File: src/rtl/drc_gain_compute.sv
// drc_gain_compute: DRC gain stage (static gain by restoring divide, attack/hold/release smoothing, gain apply + saturate)
// Optional feature macro: MAKEUP_GAIN_EN (adds a Q4.12 makeup-gain stage after the smoothed gain).
// Ports:
//   clk, rst_n (async, active-low)  enable (accept new samples)
//   in_valid/in_ready handshake     envelope_in (u24), audio_in (s24)
//   threshold (u24), ratio_shift (2^n:1), attack_shift, release_shift, makeup_gain (Q4.12)
//   audio_out (s24, registered), gain_out (Q1.15), out_valid (1-cycle pulse)
module drc_gain_compute #(
    parameter int HOLD_SAMPLES = 8
) (
    input  logic        clk,
    input  logic        rst_n,
    input  logic        enable,
    input  logic        in_valid,
    output logic        in_ready,
    input  logic [23:0] envelope_in,
    input  logic [23:0] audio_in,
    input  logic [23:0] threshold,
    input  logic [1:0]  ratio_shift,
    input  logic [3:0]  attack_shift,
    input  logic [3:0]  release_shift,
    input  logic [15:0] makeup_gain,
    output logic [23:0] audio_out,
    output logic [15:0] gain_out,
    output logic        out_valid
);
    localparam int DIV_CYCLES = 16;
    localparam int HW = $clog2(HOLD_SAMPLES + 2);

    typedef enum logic [2:0] {IDLE, PREP, DIV, SMOOTH, APPLY, OUT} state_t;

    state_t        state_q, state_d;
    logic [3:0]    cnt_q, cnt_d;
    logic [23:0]   env_q, env_d, aud_q, aud_d, thr_q, thr_d, rem_q, rem_d;
    logic [1:0]    rs_q, rs_d;
    logic [3:0]    atk_q, atk_d, rel_q, rel_d;
    logic [15:0]   mk_q, mk_d, sh_q, sh_d, g_q, g_d, gain_out_q, gain_out_d;
    logic [HW-1:0] hold_q, hold_d;
    logic [23:0]   audio_out_q, audio_out_d;
    logic          bypass_q, bypass_d, out_valid_q, out_valid_d, in_ready_q, in_ready_d;

    logic [23:0]        num;
    logic [24:0]        trial, diff;
    logic [15:0]        tgt, dn, up;
    logic signed [47:0] p, y;
    logic [23:0]        y_out;

    function automatic logic [23:0] sat24(input logic signed [47:0] v);
        return (v > 48'sh7FFFFF) ? 24'h7FFFFF : (v < -48'sh800000) ? 24'h800000 : v[23:0];
    endfunction

    // Gain is Q1.15 and never exceeds 1.0, so it is always a non-negative multiplier.
    assign p = $signed({{24{aud_q[23]}}, aud_q}) * $signed({32'b0, g_q});
    assign y = p >>> 15;

`ifdef MAKEUP_GAIN_EN
    logic signed [47:0] m, y2;
    logic [23:0]        ys;
    assign ys    = sat24(y);
    assign m     = $signed({{24{ys[23]}}, ys}) * $signed({32'b0, mk_q});
    assign y2    = m >>> 12;
    assign y_out = sat24(y2);
`else
    logic unused_mk;
    assign unused_mk = ^mk_q;
    assign y_out     = sat24(y);
`endif

    always_comb begin
        state_d     = state_q;
        cnt_d       = cnt_q;
        env_d       = env_q;
        aud_d       = aud_q;
        thr_d       = thr_q;
        rs_d        = rs_q;
        atk_d       = atk_q;
        rel_d       = rel_q;
        mk_d        = mk_q;
        bypass_d    = bypass_q;
        rem_d       = rem_q;
        sh_d        = sh_q;
        g_d         = g_q;
        hold_d      = hold_q;
        audio_out_d = audio_out_q;
        gain_out_d  = gain_out_q;
        out_valid_d = 1'b0;
        num   = thr_q + ((env_q - thr_q) >> rs_q);
        trial = {rem_q, sh_q[15]};
        diff  = trial - {1'b0, env_q};
        tgt   = bypass_q ? 16'h8000 : sh_q;
        dn    = (g_q - tgt) >> atk_q;
        up    = (tgt - g_q) >> rel_q;
        case (state_q)
            IDLE: if (in_valid && in_ready_q) begin
                env_d   = envelope_in;
                aud_d   = audio_in;
                thr_d   = threshold;
                rs_d    = ratio_shift;
                atk_d   = attack_shift;
                rel_d   = release_shift;
                mk_d    = makeup_gain;
                state_d = PREP;
            end
            PREP: begin
                // num <= env, so (num<<15)/env has no quotient bits above bit 15:
                // pre-load the remainder with num>>1 and shift in num[0] then zeros.
                bypass_d = (env_q <= thr_q) || (rs_q == 2'd0);
                rem_d    = {1'b0, num[23:1]};
                sh_d     = {num[0], 15'b0};
                cnt_d    = 4'd0;
                state_d  = DIV;
            end
            DIV: begin
                // sh_q shifts dividend bits out the top and quotient bits in the bottom.
                rem_d   = 24'((trial >= {1'b0, env_q}) ? diff : trial);
                sh_d    = {sh_q[14:0], trial >= {1'b0, env_q}};
                cnt_d   = cnt_q + 4'd1;
                state_d = (cnt_q == 4'(DIV_CYCLES - 1)) ? SMOOTH : DIV;
            end
            SMOOTH: begin
                // Steps are at most |t-g| and at least 1, so g cannot overshoot t.
                if (tgt < g_q) begin
                    g_d    = g_q - ((dn == 16'd0) ? 16'd1 : dn);
                    hold_d = HW'(HOLD_SAMPLES);
                end else if (hold_q != '0)
                    hold_d = hold_q - 1'b1;
                else if (tgt > g_q)
                    g_d = g_q + ((up == 16'd0) ? 16'd1 : up);
                state_d = APPLY;
            end
            APPLY: begin
                audio_out_d = y_out;
                gain_out_d  = g_q;
                out_valid_d = 1'b1;
                state_d     = OUT;
            end
            OUT:     state_d = IDLE;
            default: state_d = IDLE;
        endcase
        in_ready_d = enable && (state_d == IDLE);
    end

    always_ff @(posedge clk or negedge rst_n) begin
        if (!rst_n) begin
            state_q     <= IDLE;
            cnt_q       <= '0;
            env_q       <= '0;
            aud_q       <= '0;
            thr_q       <= '0;
            rs_q        <= '0;
            atk_q       <= '0;
            rel_q       <= '0;
            mk_q        <= '0;
            bypass_q    <= 1'b0;
            rem_q       <= '0;
            sh_q        <= '0;
            g_q         <= 16'h8000;
            hold_q      <= '0;
            audio_out_q <= '0;
            gain_out_q  <= 16'h8000;
            out_valid_q <= 1'b0;
            in_ready_q  <= 1'b0;
        end else begin
            state_q     <= state_d;
            cnt_q       <= cnt_d;
            env_q       <= env_d;
            aud_q       <= aud_d;
            thr_q       <= thr_d;
            rs_q        <= rs_d;
            atk_q       <= atk_d;
            rel_q       <= rel_d;
            mk_q        <= mk_d;
            bypass_q    <= bypass_d;
            rem_q       <= rem_d;
            sh_q        <= sh_d;
            g_q         <= g_d;
            hold_q      <= hold_d;
            audio_out_q <= audio_out_d;
            gain_out_q  <= gain_out_d;
            out_valid_q <= out_valid_d;
            in_ready_q  <= in_ready_d;
        end
    end

    assign in_ready  = in_ready_q;
    assign audio_out = audio_out_q;
    assign gain_out  = gain_out_q;
    assign out_valid = out_valid_q;
endmodule

File: config.mk
export PLATFORM = sky130hd
export DESIGN_NAME = drc_gain_compute
export DESIGN_NICKNAME = d
export VERILOG_FILES = /design/src/rtl/drc_gain_compute.sv
export SDC_FILE = /design/constraint.sdc
export NUM_CORES = 2
export LEC_CHECK = 0
export ABC_AREA = 1
export ABC_CLOCK_PERIOD_IN_PS = 9500
export CAP_MARGIN = 20
export CORE_MARGIN = 5
export CORE_UTILIZATION = 60
export DETAILED_ROUTE_END_ITERATION = 10
export HOLD_SLACK_MARGIN = 0.1
export PLACE_DENSITY = 0.79
export SYNTH_ARGS = -nofsm -noshare
export SYNTH_HDL_FRONTEND = slang
export SYNTH_SLANG_ARGS = --single-unit
File: constraint.sdc
create_clock -name clk -period 9.5 [get_ports clk]
set_input_delay 1.9 -clock clk [delete_from_list [all_inputs] [get_ports clk]]
set_output_delay 1.9 -clock clk [all_outputs]
set_load 0.02 [all_outputs]
# After elaboration in Yosys (flattened, before gate mapping)
# Cells that the tools add are included.
dict set report totals {
  inputBits 102
  output_inout_bits 42
  register_bits 192
  elab_cells 75
}
dict set report op_classes {
  multipliers 1
  n_reduce_logical 15
  shifts 3
  order_cmp 6
  mux 18
  addsub 9
  n_eq_ne 6
}
# cell n
set ops {}
lappend ops {{two-way mux 16 bit} 6}
lappend ops {{two-way mux 24 bit} 3}
lappend ops {{one-hot mux 24 bit (2 select lines)} 1}
lappend ops {{subtractor 16 bit} 3}
lappend ops {{subtractor 24 bit} 2}
lappend ops {{multiplier 24 x 17 -> 41 bit} 1}
lappend ops {{logical NOT 16 bit} 2}
lappend ops {{one-hot mux 16 bit (2 select lines)} 1}
lappend ops {{right shift 16 x 4 -> 16 bit} 2}
lappend ops {{greater-than comparator 26 x 24 -> 1 bit (second input constant)} 1}
lappend ops {{less-than comparator 26 x 24 -> 1 bit (second input constant)} 1}
lappend ops {{>= comparator 25 x 24 -> 1 bit} 1}
lappend ops {{adder 24 bit} 1}
lappend ops {{less-or-equal comparator 24 bit} 1}
lappend ops {{right shift 24 x 2 -> 24 bit} 1}
lappend ops {{adder 16 bit} 1}
lappend ops {{greater-than comparator 16 bit} 1}
lappend ops {{less-than comparator 16 bit} 1}
lappend ops {{one-hot mux 3 bit (5 select lines)} 1}
lappend ops {{two-way mux 4 bit} 2}
lappend ops {{one-hot mux 4 bit (2 select lines)} 1}
lappend ops {{equality test 3 x 2 -> 1 bit (second input constant)} 2}
lappend ops {{logical NOT 3 bit} 2}
lappend ops {{nonzero test 2 bit} 3}
lappend ops {{other kinds (14)} 17}

# Depth between registers and ports, before layout
dict set report logic_depth {
  depth_word 9
  depth_mapped 52
  ltp_nobuf 51
}

# Worst setup path before layout
# No wires, ideal clock.
dict set report synth_timing {
  kind {register -> register}
  from {reg g_q[10]}
  to {reg audio_out_q[10], in the netlist audio_out[10]}
  period_less_slack_ns 6.596
  path_buffers 3
  setup_ns 0.124
  arrival_ns 6.473
  slack_ns 2.904
  t_required_ns 9.376
  stages_incl_launch_ff 33
  cell_sequence {dfrtp_1 -> clkbuf_1 -> clkbuf_1 -> nand2_1 -> fa_1 -> inv_1 -> fa_1 -> inv_1 -> fa_1 -> inv_1 -> fa_1 -> fa_1 -> inv_1 -> fa_1 -> inv_1 -> ha_1 -> a21oi_1 -> nor2_1 -> a211oi_1 -> o21ai_0 -> a21oi_1 -> nor2_1 -> o21ai_1 -> nand2_1 -> nand3_1 -> nand2_1 -> nand3_1 -> nand3_1 -> xnor2_1 -> nand2_1 -> nand2_1 -> buf_2 -> a21oi_1}
}
dict set report synth_between {
  elab_chain_cells 4
  elab_cells_between_ends 5
  classes_between {mul: 1; order compare: 2; mux: 2}
}
# element line
set synth_lines {}
lappend synth_lines {{from (decl)} 37} ;# logic [15:0] mk_q, mk_d, sh_q, sh_d, g_q, g_d, gain_out_q, gain_out_d;
lappend synth_lines {{from (signal assigned)} 176} ;# g_q <= g_d;
lappend synth_lines {{multiplier 24 x 17 -> 41 bit (*)} 53} ;# assign p = $signed({{24{aud_q[23]}}, aud_q}) * $signed({32'b0, g_q});
lappend synth_lines {{less-than comparator 26 x 24 -> 1 bit} 49} ;# return (v > 48'sh7FFFFF) ? 24'h7FFFFF : (v < -48'sh800000) ? 24'h800000 : v[23:0];
lappend synth_lines {{two-way mux 24 bit} 49}
lappend synth_lines {{two-way mux 24 bit (*)} 49}
lappend synth_lines {{to (signal assigned)} 178} ;# audio_out_q <= audio_out_d;
lappend synth_lines {{to (decl)} 39} ;# logic [23:0] audio_out_q, audio_out_d;
# Every way passes the cells marked *; elsewhere a longest branch is shown, timed or not.
# A chain may end at the register's enable or synchronous reset.

# Final worst setup path
dict set report layout_timing {
  from {reg aud_q[5]}
  to {reg audio_out_q[10], in the netlist audio_out[10]}
}
dict set report layout_between {
  elab_chain_cells 4
  elab_cells_between_ends 5
  classes_between {mul: 1; order compare: 2; mux: 2}
}
# element line
set layout_lines {}
lappend layout_lines {{from (decl)} 34} ;# logic [23:0] env_q, env_d, aud_q, aud_d, thr_q, thr_d, rem_q, rem_d;
lappend layout_lines {{from (signal assigned)} 167} ;# aud_q <= aud_d;
lappend layout_lines {{multiplier 24 x 17 -> 41 bit (*)} 53}
lappend layout_lines {{less-than comparator 26 x 24 -> 1 bit} 49}
lappend layout_lines {{two-way mux 24 bit} 49}
lappend layout_lines {{two-way mux 24 bit (*)} 49}
# Marked as above.

==> metrics.yaml <==
status:
  status: "complete, no violations"
timing:
  hold_ws_ns: 0.4790
  worst_pin_slew_ns: 0.8792
  finalCritPeriodShare: 0.8514
  rsz0062_at_grt: "no"
  hold_viol: 0
  tns_ns: 0
  setup_violations: 0
  final-max-slew-violation-count: 0
  relSlewSlack: 0.4139
  max_freq_ghz: 0.1236
  period_needed_ns: 8.088
  fin_skew_ns: 0.01792
critical_path:
  cp_slowest_cell: "dfrtp_1"
  critPathMaxStageDelay_ns: 0.84
  crit_required_ns: 9.84
  critical_path_class: "flip-flop to flip-flop"
  end_kind: "flip-flop"
  cp.arrival_ns: 8.43
  cp-start-kind: "flip-flop"
  crit_top_cell: "fa_1"
  timing.critical_path.fanout_max: 23
routing:
  viasPerCell: 5.445
  wirelength_um: 77200
  drt-wirelength-per-cell_um: 16.47
  drcViolationCount: 0
  via_count: 25530
  firstDrtPassIters: 6
  ant_nets: 0
  drtIter0Drc: 1798
hold_path:
  hold_path.class: "flip-flop to flip-flop"
layout:
  nNetsFinal: 4715
  final_common_cell: "inv_1"
  final_layout_size_suffix_gt1_frac: 0.03926
  syn_to_final_growth_pct: 7.621
  layout.cells.most_common_list: "inv_1 (895), nand2_1 (885), fa_1 (381)"
  diodes: 0
  fin_cells: 4688
yosys:
  synth_area_sq_um: 29700
  ys_types: 52
  synth_cells: 4015
  ys_warn_count: 0
  synthArstFlopShare: 1.000
  ys_ff_latch: 192
  synth_edf_count: 0
  syn-num-nets: 4718
  avgSynthCellArea_sq_um: 7.398
  seq_area_frac_synth: 0.1618
  ys.flop_type: "dfrtp_1"
clocking:
  cts_inserted_buffers: 17
  cts_resized: 0
  clkLatencyLatePin_ns: 0.50
  clk_pin_slew_ns: 0.08
  cts_hold_buf: 0
  htree_num_levels: 4
  cts_num_sinks: 192
  cts_tree: "built"
  root_buffer: "clkbuf_16"
  cts_buffer_depth: 2
  cts_setup_buffers: 0
grt:
  grt.total_usage: 0.2943
  grt_pass1_vias: 25550
  grt-ovfl-total: 0
  antenna_found_initial: 1
  grt_max_degree: 90
  grt_pass1_wl_um: 127900
die:
  start_util: 0.6068
  design.core.area_sq_um: 48950
  fp.dieH_um: 232.5
  die_area_sq_um: 54050
  io_pins: 144
  num_rows: 81
  die-width_um: 232.5
job:
  drv_cap: 0
placement:
  hpwl_um: 61330
  dp_cells: 4657
  gp_congestion: 0.9427
  port_buffers: 127
[kinds of logic after synthesis]
logic type / Yosys count / synth area share
xor gates and xnor gates: 124 / 0.03656
muxes: 39 / 0.01415
AOI/OAI and AO/OA: 607 / 0.1116
buffers and inverters: 1097 / 0.1395
and+or+nand+nor: 1355 / 0.1869
DFF: 192 / 0.1618
adders and majority gates: 601 / 0.3495
[sequential cells by signal (all words and copies together) (netlist names), 16 cells and up]
name,cells
aud_q,24
audio_out,24
env_q,24
g_q,16
gain_out,16
rem_q,24
sh_q,16
thr_q,24
[synthesized netlist by cell type, drive strengths merged, types with 2 or more instances]
cell type,instances,area share
o22ai,21,0.0044
nand2,903,0.12
buf,24,0.0039
a22o,2,0.00059
ha,220,0.093
a22oi,2,0.00051
a211oi,2,0.00051
a31oi,19,0.0040
a221oi,3,0.00088
mux2,24,0.0091
nor4,4,0.00084
inv,914,0.12
a21o,8,0.0020
xnor2,49,0.014
mux2i,15,0.0051
o21ai,221,0.037
o221ai,12,0.0035
a21boi,7,0.0018
dfrtp,190,0.16
fa,381,0.26
clkinv,4,0.00051
o211ai,14,0.0035
dfstp,2,0.0018
xor2,75,0.022
clkbuf,155,0.020
nand4,19,0.0040
nand3,160,0.028
o21a,9,0.0023
or2,14,0.0029
a21oi,267,0.045
o31ai,4,0.0010
nor2,229,0.031
o21bai,11,0.0028
nor3,24,0.0040
[per-layer routing]
layer	routed length, um	track usage	vias to the layer above
met3	6384	0.06455	158
met5	9	0	-
li1	-	-	12230
met4	2418	0.09138	2
met1	32620	0.3996	12190
met2	35770	0.4765	948
[critical path: cells and delay by family (launching register included)]
kind	cells	cell delay (ns)
AO/OA/AOI/OAI	6	1.40
XOR/XNOR	1	0.20
adder cells (fa/ha/maj)	7	3.45
buffers and inverters	5	0.26
flip-flops	1	0.84
AND/OR/NAND/NOR	10	1.77
[worst paths after layout]
kind | from | to | slack [ns] | depth (start not counted)
max reg2reg | aud_q[5]$_DFFE_PN0P_ | audio_out[10]$_DFFE_PN0P_ | 1.41 | 29
max | aud_q[5]$_DFFE_PN0P_ | audio_out[10]$_DFFE_PN0P_ | 1.41 | 29
min in group asynchronous | rst_n | atk_q[3]$_DFFE_PN0P_ | 1.44 | 1
min reg2reg | cnt_q[3]$_DFFE_PN0P_ | cnt_q[3]$_DFFE_PN0P_ | 0.48 | 1
min | cnt_q[3]$_DFFE_PN0P_ | cnt_q[3]$_DFFE_PN0P_ | 0.48 | 1
max in group asynchronous | rst_n | audio_out[2]$_DFFE_PN0P_ | 6.76 | 2
[cell type report]
type                    count  area [sq um]
flip-flops and latches    192          4807
clock inverters            13         168.9
inverters                 918          3446
fillers                  4269         16990
clock buffers              18         439.2
multi-input cells        2726         20770
well taps                 664         830.8
repair buffers            157          1500
[metrics by stage]
stage / utilization / worst slack [ns] / area [sq um]
5_1_grt: 0.6530 / 0.9472 / 31970
6_report: 0.6530 / 1.412 / 31970
4_1_cts: 0.6530 / 1.501 / 31970
3_5_place_dp: 0.6406 / 1.519 / 31360
3_3_place_gp: 0.6406 / 1.643 / 31360
2_1_floorplan: - / 2.904 / 29700
Power is not shown: default switching activity piles up to over one toggle a cycle in this logic, so the estimate is an artifact.
